--- src/rtl/router_out_arbiter.sv ---
// Read-side scheduler for the 1x3 router: round-robin drains the three output FIFOs onto one
// byte stream, keeping each packet atomic, through a 2-entry skid buffer with credit control.
module router_out_arbiter #(
  parameter int unsigned DW          = 8,
  parameter int unsigned STALL_LIMIT = 30
) (
  input  logic          clock,
  input  logic          reset,
  input  logic          vld_out_0,
  input  logic          vld_out_1,
  input  logic          vld_out_2,
  input  logic [DW-1:0] data_out_0,
  input  logic [DW-1:0] data_out_1,
  input  logic [DW-1:0] data_out_2,
  output logic          read_enb_0,
  output logic          read_enb_1,
  output logic          read_enb_2,
  output logic [DW-1:0] m_data,
  output logic          m_valid,
  input  logic          m_ready,
  output logic          m_sop,
  output logic          m_eop,
  output logic [1:0]    m_port,
  output logic [2:0]    grant,
  output logic          stall_timeout
);

  localparam int unsigned CW = $clog2(STALL_LIMIT + 1);

  typedef enum logic [1:0] {StIdle, StHdr, StHdrWait, StBody} state_e;

  state_e        state_q, state_d;
  logic [1:0]    gidx_q, gidx_d;
  logic [2:0]    grant_q, grant_d;
  logic [1:0]    rr_q, rr_d;
  logic [6:0]    rem_q, rem_d;
  logic [CW-1:0] stall_q, stall_d;

  // Tags of the read issued last cycle; its data is on data_out_* this cycle.
  logic          pend_q, pend_sop_q, pend_eop_q;
  logic [1:0]    pend_port_q;

  logic [DW-1:0] buf_data_q [2];
  logic          buf_sop_q  [2];
  logic          buf_eop_q  [2];
  logic [1:0]    buf_port_q [2];
  logic          wr_ptr_q, rd_ptr_q;
  logic [1:0]    cnt_q, cnt_d;

  logic [2:0]    vld;
  logic          g_vld;
  logic [DW-1:0] rdata;
  logic          pop, credit;
  logic [2:0]    occ;
  logic          rd, rd_sop, rd_eop;

  function automatic logic [1:0] inc3(logic [1:0] i);
    return (i == 2'd2) ? 2'd0 : i + 2'd1;
  endfunction

  // First requesting port at or after rr, in the order rr, rr+1, rr+2 (mod 3).
  function automatic logic [1:0] pick_port(logic [2:0] v, logic [1:0] rr);
    logic [1:0] p;
    logic [1:0] sel;
    sel = rr;
    p   = inc3(inc3(rr));
    for (int k = 0; k < 3; k++) begin
      if (v[p]) sel = p;
      p = (p == 2'd0) ? 2'd2 : p - 2'd1;
    end
    return sel;
  endfunction

  assign vld   = {vld_out_2, vld_out_1, vld_out_0};
  assign g_vld = vld[gidx_q];

  always_comb begin
    unique case (pend_port_q)
      2'd1:    rdata = data_out_1;
      2'd2:    rdata = data_out_2;
      default: rdata = data_out_0;
    endcase
  end

  assign m_valid = (cnt_q != 2'd0);
  assign pop     = m_valid & m_ready;
  assign occ     = {1'b0, cnt_q} + {2'b00, pend_q} - {2'b00, pop};
  assign credit  = (occ < 3'd2);
  assign cnt_d   = cnt_q + {1'b0, pend_q} - {1'b0, pop};

  always_comb begin
    state_d       = state_q;
    gidx_d        = gidx_q;
    grant_d       = grant_q;
    rr_d          = rr_q;
    rem_d         = rem_q;
    stall_d       = stall_q;
    rd            = 1'b0;
    rd_sop        = 1'b0;
    rd_eop        = 1'b0;
    stall_timeout = 1'b0;

    unique case (state_q)
      StIdle: begin
        stall_d = '0;
        if (|vld) begin
          gidx_d  = pick_port(vld, rr_q);
          grant_d = 3'b001 << pick_port(vld, rr_q);
          state_d = StHdr;
        end
      end
      StHdr: begin
        if (g_vld && credit) begin
          rd      = 1'b1;
          rd_sop  = 1'b1;
          state_d = StHdrWait;
        end
      end
      StHdrWait: begin
        rem_d   = 7'(rdata >> 2) + 7'd1;
        state_d = StBody;
      end
      StBody: begin
        if (rem_q != 7'd0 && g_vld && credit) begin
          rd    = 1'b1;
          rem_d = rem_q - 7'd1;
          if (rem_q == 7'd1) begin
            rd_eop  = 1'b1;
            rr_d    = inc3(gidx_q);
            grant_d = 3'b000;
            state_d = StIdle;
          end
        end
      end
      default: state_d = StIdle;
    endcase

    // Only an empty granted FIFO counts toward the stall; credit stalls do not.
    if (state_q == StHdr || state_q == StBody) begin
      if (g_vld) begin
        stall_d = '0;
      end else if (stall_q == CW'(STALL_LIMIT - 1)) begin
        stall_timeout = 1'b1;
        stall_d       = '0;
        rr_d          = inc3(gidx_q);
        grant_d       = 3'b000;
        state_d       = StIdle;
      end else begin
        stall_d = stall_q + 1'b1;
      end
    end
  end

  assign read_enb_0 = rd & (gidx_q == 2'd0);
  assign read_enb_1 = rd & (gidx_q == 2'd1);
  assign read_enb_2 = rd & (gidx_q == 2'd2);

  always_ff @(posedge clock or posedge reset) begin
    if (reset) begin
      state_q     <= StIdle;
      gidx_q      <= 2'd0;
      grant_q     <= 3'b000;
      rr_q        <= 2'd0;
      rem_q       <= 7'd0;
      stall_q     <= '0;
      pend_q      <= 1'b0;
      pend_sop_q  <= 1'b0;
      pend_eop_q  <= 1'b0;
      pend_port_q <= 2'd0;
      wr_ptr_q    <= 1'b0;
      rd_ptr_q    <= 1'b0;
      cnt_q       <= 2'd0;
      for (int i = 0; i < 2; i++) begin
        buf_data_q[i] <= '0;
        buf_sop_q[i]  <= 1'b0;
        buf_eop_q[i]  <= 1'b0;
        buf_port_q[i] <= 2'd0;
      end
    end else begin
      state_q     <= state_d;
      gidx_q      <= gidx_d;
      grant_q     <= grant_d;
      rr_q        <= rr_d;
      rem_q       <= rem_d;
      stall_q     <= stall_d;
      pend_q      <= rd;
      pend_sop_q  <= rd_sop;
      pend_eop_q  <= rd_eop;
      pend_port_q <= gidx_q;
      cnt_q       <= cnt_d;
      if (pend_q) begin
        buf_data_q[wr_ptr_q] <= rdata;
        buf_sop_q[wr_ptr_q]  <= pend_sop_q;
        buf_eop_q[wr_ptr_q]  <= pend_eop_q;
        buf_port_q[wr_ptr_q] <= pend_port_q;
        wr_ptr_q             <= ~wr_ptr_q;
      end
      if (pop) rd_ptr_q <= ~rd_ptr_q;
    end
  end

  assign m_data = m_valid ? buf_data_q[rd_ptr_q] : '0;
  assign m_sop  = m_valid & buf_sop_q[rd_ptr_q];
  assign m_eop  = m_valid & buf_eop_q[rd_ptr_q];
  assign m_port = m_valid ? buf_port_q[rd_ptr_q] : 2'd0;
  assign grant  = grant_q;

endmodule

--- config.mk ---
export PLATFORM = sky130hd
export DESIGN_NAME = router_out_arbiter
export DESIGN_NICKNAME = d
export VERILOG_FILES = /design/src/rtl/router_out_arbiter.sv
export SDC_FILE = /design/constraint.sdc
export NUM_CORES = 1
export LEC_CHECK = 0
export BUFFER_PORTS_ARGS = -buffer_cell sky130_fd_sc_hd__buf_4
export CAP_MARGIN = 20
export CORE_ASPECT_RATIO = 0.9
export CORE_UTILIZATION = 61
export DETAILED_ROUTE_END_ITERATION = 6
export PLACE_DENSITY = 0.95
export SLEW_MARGIN = 20
export SYNTH_ARGS = -nofsm -noshare
export SYNTH_HDL_FRONTEND = slang
export SYNTH_SLANG_ARGS = --single-unit
--- constraint.sdc ---
create_clock -name clock -period 8 [get_ports clock]
set_input_delay 0.8 -clock clock [delete_from_list [all_inputs] [get_ports clock]]
set_output_delay 0.8 -clock clock [all_outputs]
set_load 0.01 [all_outputs]
==> results_dict.tcl <==
set metrics [dict create \
    status "finished, final reports clean" \
    postCtsSetupBuffers 0 \
    grt_util_all_layers_pct 26.6 \
    synth_fa_ha_area_share_pct 6.63 \
    cts.sinks 54 \
    setup.worst_path.end "read_enb_2" \
    dieArea_um2 5430 \
    ant_nets 0 \
    syn-num-nets 380 \
    ys_ff_latch 54 \
    pwr_density_cell_nw_per_um2 388 \
    relSlewSlack_pct 37.8 \
    critical_path_peak_fanout 14 \
    finalSetupTns_ns 0 \
    yosysWarnings 0 \
    drc 0 \
    overflow 0 \
    holdWs_ns 0.497 \
    ys_seq_area_share_pct 43.1 \
    antenna_found_initial 0 \
    rsz0062_at_grt "no" \
    clk_pin_slew_worst_paths_ns 0.11 \
    cts_tree "done" \
    synth-edff-count 0 \
    worstReg2RegStart "cnt_q[1]" \
    die_h_um 70 \
    fillers 351 \
    yosys.area.top_type "dfrtp_1" \
    cap_violations 0 \
    synth_compound_area_share_pct 17.4 \
    cts-buffers-inserted 5 \
    finalSetupViolations 0 \
    grt_pass1_wl_um 11200 \
    synth_cells 334 \
    antennaDiodeCount 0 \
    viasPerCell 5.84 \
    synth.avg_cell_area_um2 9.38 \
    finalCritPeriodShare_pct 59.5 \
    fmax_ghz 0.210 \
    reg2reg_depth 12 \
    worstPathArrival_ns 3.96 \
    io_buffers 49 \
    first_iter_violations 250 \
    finalHoldViolCount 0 \
    ctsHtreeMaxLevel 2 \
    synth_cell_types 60 \
    synth_area_leaders "dfrtp_1, ha_1, o21ai_0" \
    pin_count 50 \
    final_core_util_pct 74.1 \
    power_leakage_nw 1.77 \
    grt_max_degree 55 \
    grt_pass1_vias 2453 \
    place.gp.congestion 0.833 \
    r2r_slack_ns 4.26 \
    synth-simple-area-share_pct 17.0 \
    cp.required_ns 7.20 \
    vdd_drop_max_v 0.000219 \
    end_kind "output pin" \
    initial_core_util_pct 64.0 \
    period_needed_ns 4.76 \
    async_flop_share_pct 100 \
    area_growth_pct 15.7 \
    routed_wl_um 6690 \
    rows 24 \
    worstSkewPairLatency_ns 0.32 \
    finalClockSkew_ns 0.0185 \
    synthMuxAreaShare_pct 9.26 \
    hold_class "reg -> reg" \
    synth_top_family_by_area "compound AO/OA/AOI/OAI gates" \
    vias 2583 \
    post_cts_resized 0 \
    wl_per_cell_um 15.1 \
    core_area_um2 4890 \
    die_w_um 77.6 \
    clock-root-buffer "clkbuf_8" \
    yosys_most_used_dff "dfrtp_1" \
    startpoint_type "flop" \
    dr.pass1.iters 4 \
    crit_start "cnt_q[1]" \
    maxSlewViolCount 0 \
    yosysTopAreaCellShare_pct 43.1 \
    final_nets 422 \
    worstHoldPathCells 2 \
    drive_gt1_share_pct 22.0 \
    cts_max_path_buffers 2 \
    postCtsHoldBufs 0 \
    synth_xor_area_share_pct 1.96 \
    worst_pin_slew_ns 0.929 \
    setup.worst_path.class "reg -> out" \
    netlist_area_um2 3130 \
    r2r-end "state_q[1]" \
    dp_hpwl_um 4940 \
]
power by group:
| part | internal, mW | switching [mW] |
|---|---|---|
| clock | 0.0645 | 0.0934 |
| sequential | 0.381 | 0.108 |
| combinational | 0.332 | 0.427 |
| total | 0.778 | 0.629 |
cell type report:
type                    instances  area, um^2  share of cell area (%)
repair buffers                 50         375                    10.4
clock inverters                 3        26.3                   0.725
multi-input cells             243        1640                    45.2
flip-flops and latches         54        1350                    37.3
well taps                      65        81.3                    2.24
inverters                      22        82.6                    2.28
clock buffers                   5        68.8                    1.90
cells by family after synthesis:
| kind of cell | count (synthesis) |
|---|---|
| and+or+nand+nor | 109 |
| AOI/OAI and AO/OA | 84 |
| DFF | 54 |
| buffers and inverters | 37 |
| muxes | 27 |
| adders and majority gates | 16 |
| xor gates and xnor gates | 7 |
metrics by stage:
stage          cell area, um^2  setup slack [ns]  total power [mW]  instances
3_5_place_dp              3530              3.67              1.24        434
6_report                  3630              3.24              1.41        442
4_1_cts                   3630              3.27              1.40        442
2_1_floorplan             3130              4.46              1.01        334
5_1_grt                   3630              2.93              1.53        442
3_3_place_gp              3530              3.96              1.20        434
worst min path at each step:
stage | start | endpoint | slack [ns]
after floorplan | gidx_q[0] | pend_port_q[0] | 0.35
after global placement | buf_port_q[3] | buf_port_q[3] | 0.46
after detailed placement | buf_data_q[5] | buf_data_q[5] | 0.47
after CTS | buf_data_q[5] | buf_data_q[5] | 0.50
after global routing | buf_sop_q[1] | buf_sop_q[1] | 0.52
final | buf_data_q[9] | buf_data_q[9] | 0.50
cells in the mapped netlist, drive strengths merged, types with 2 or more instances:
master   count
mux2i       14
a21oi       16
nand3        6
a21o         3
nand2b       3
o21bai       3
nor3        10
and2         2
nand2       38
or4          2
clkbuf      11
a221oi       2
xor2         2
a2111oi      2
ha          15
nor2b        8
o211ai       3
or3          2
dfrtp       54
o21a         3
and3         2
a22oi        6
o22a         2
buf          4
inv         22
nor2        26
o21ai       33
nand4        3
a31oi        2
mux2        13
xnor2        5
layout by cell type, fill, tap and decap left out, types with 2 or more instances in the layout:
| cell type | count |
|---|---|
| a22oi_1 | 6 |
| nand2_1 | 38 |
| buf_4 | 50 |
| nor2_1 | 25 |
| a221oi_1 | 2 |
| nand3_1 | 6 |
| o21ai_1 | 2 |
| or3_1 | 2 |
| mux2_2 | 12 |
| xnor2_1 | 5 |
| inv_1 | 21 |
| nor2b_1 | 8 |
| o211ai_1 | 3 |
| nor3_1 | 9 |
| clkbuf_8 | 5 |
| xor2_1 | 2 |
| inv_6 | 2 |
| a21o_1 | 3 |
| a31oi_1 | 2 |
| o21a_1 | 3 |
| ha_1 | 15 |
| dfrtp_1 | 54 |
| o21ai_0 | 31 |
| nand2b_1 | 3 |
| a21oi_1 | 15 |
| mux2i_1 | 14 |
| o21bai_1 | 3 |
| nand4_1 | 3 |
state kept, by name (all words and copies together) (netlist names):
register	flops
buf_data_q	16
buf_eop_q	2
buf_port_q	4
buf_sop_q	2
cnt_q	2
gidx_q	2
grant	3
pend_eop_q	1
pend_port_q	2
pend_q	1
pend_sop_q	1
rd_ptr_q	1
rem_q	7
rr_q	2
stall_q	5
state_q	2
wr_ptr_q	1
routing by layer:
metal,vias up,share of wire [%],track usage [%]
met2,65,49,43.8
li1,1262,-,-
met4,0,1.7,10.3
met5,-,0,0
met3,13,4.3,5.49
met1,1243,45,34.6
worst max-delay path: stages (launching register included):
cell	delay (ns)
dfrtp_1	0.43
nor2_1	0.74
nor2b_1	0.18
ha_1	0.32
inv_1	0.06
ha_1	0.12
inv_1	0.05
fa_1	0.37
xnor2_1	0.27
nand2_1	0.14
nor2_1	0.27
o21ai_0	0.31
nor3_1	0.23
buf_4	0.16
No activity file was read; power rests on OpenSTA's default activity.
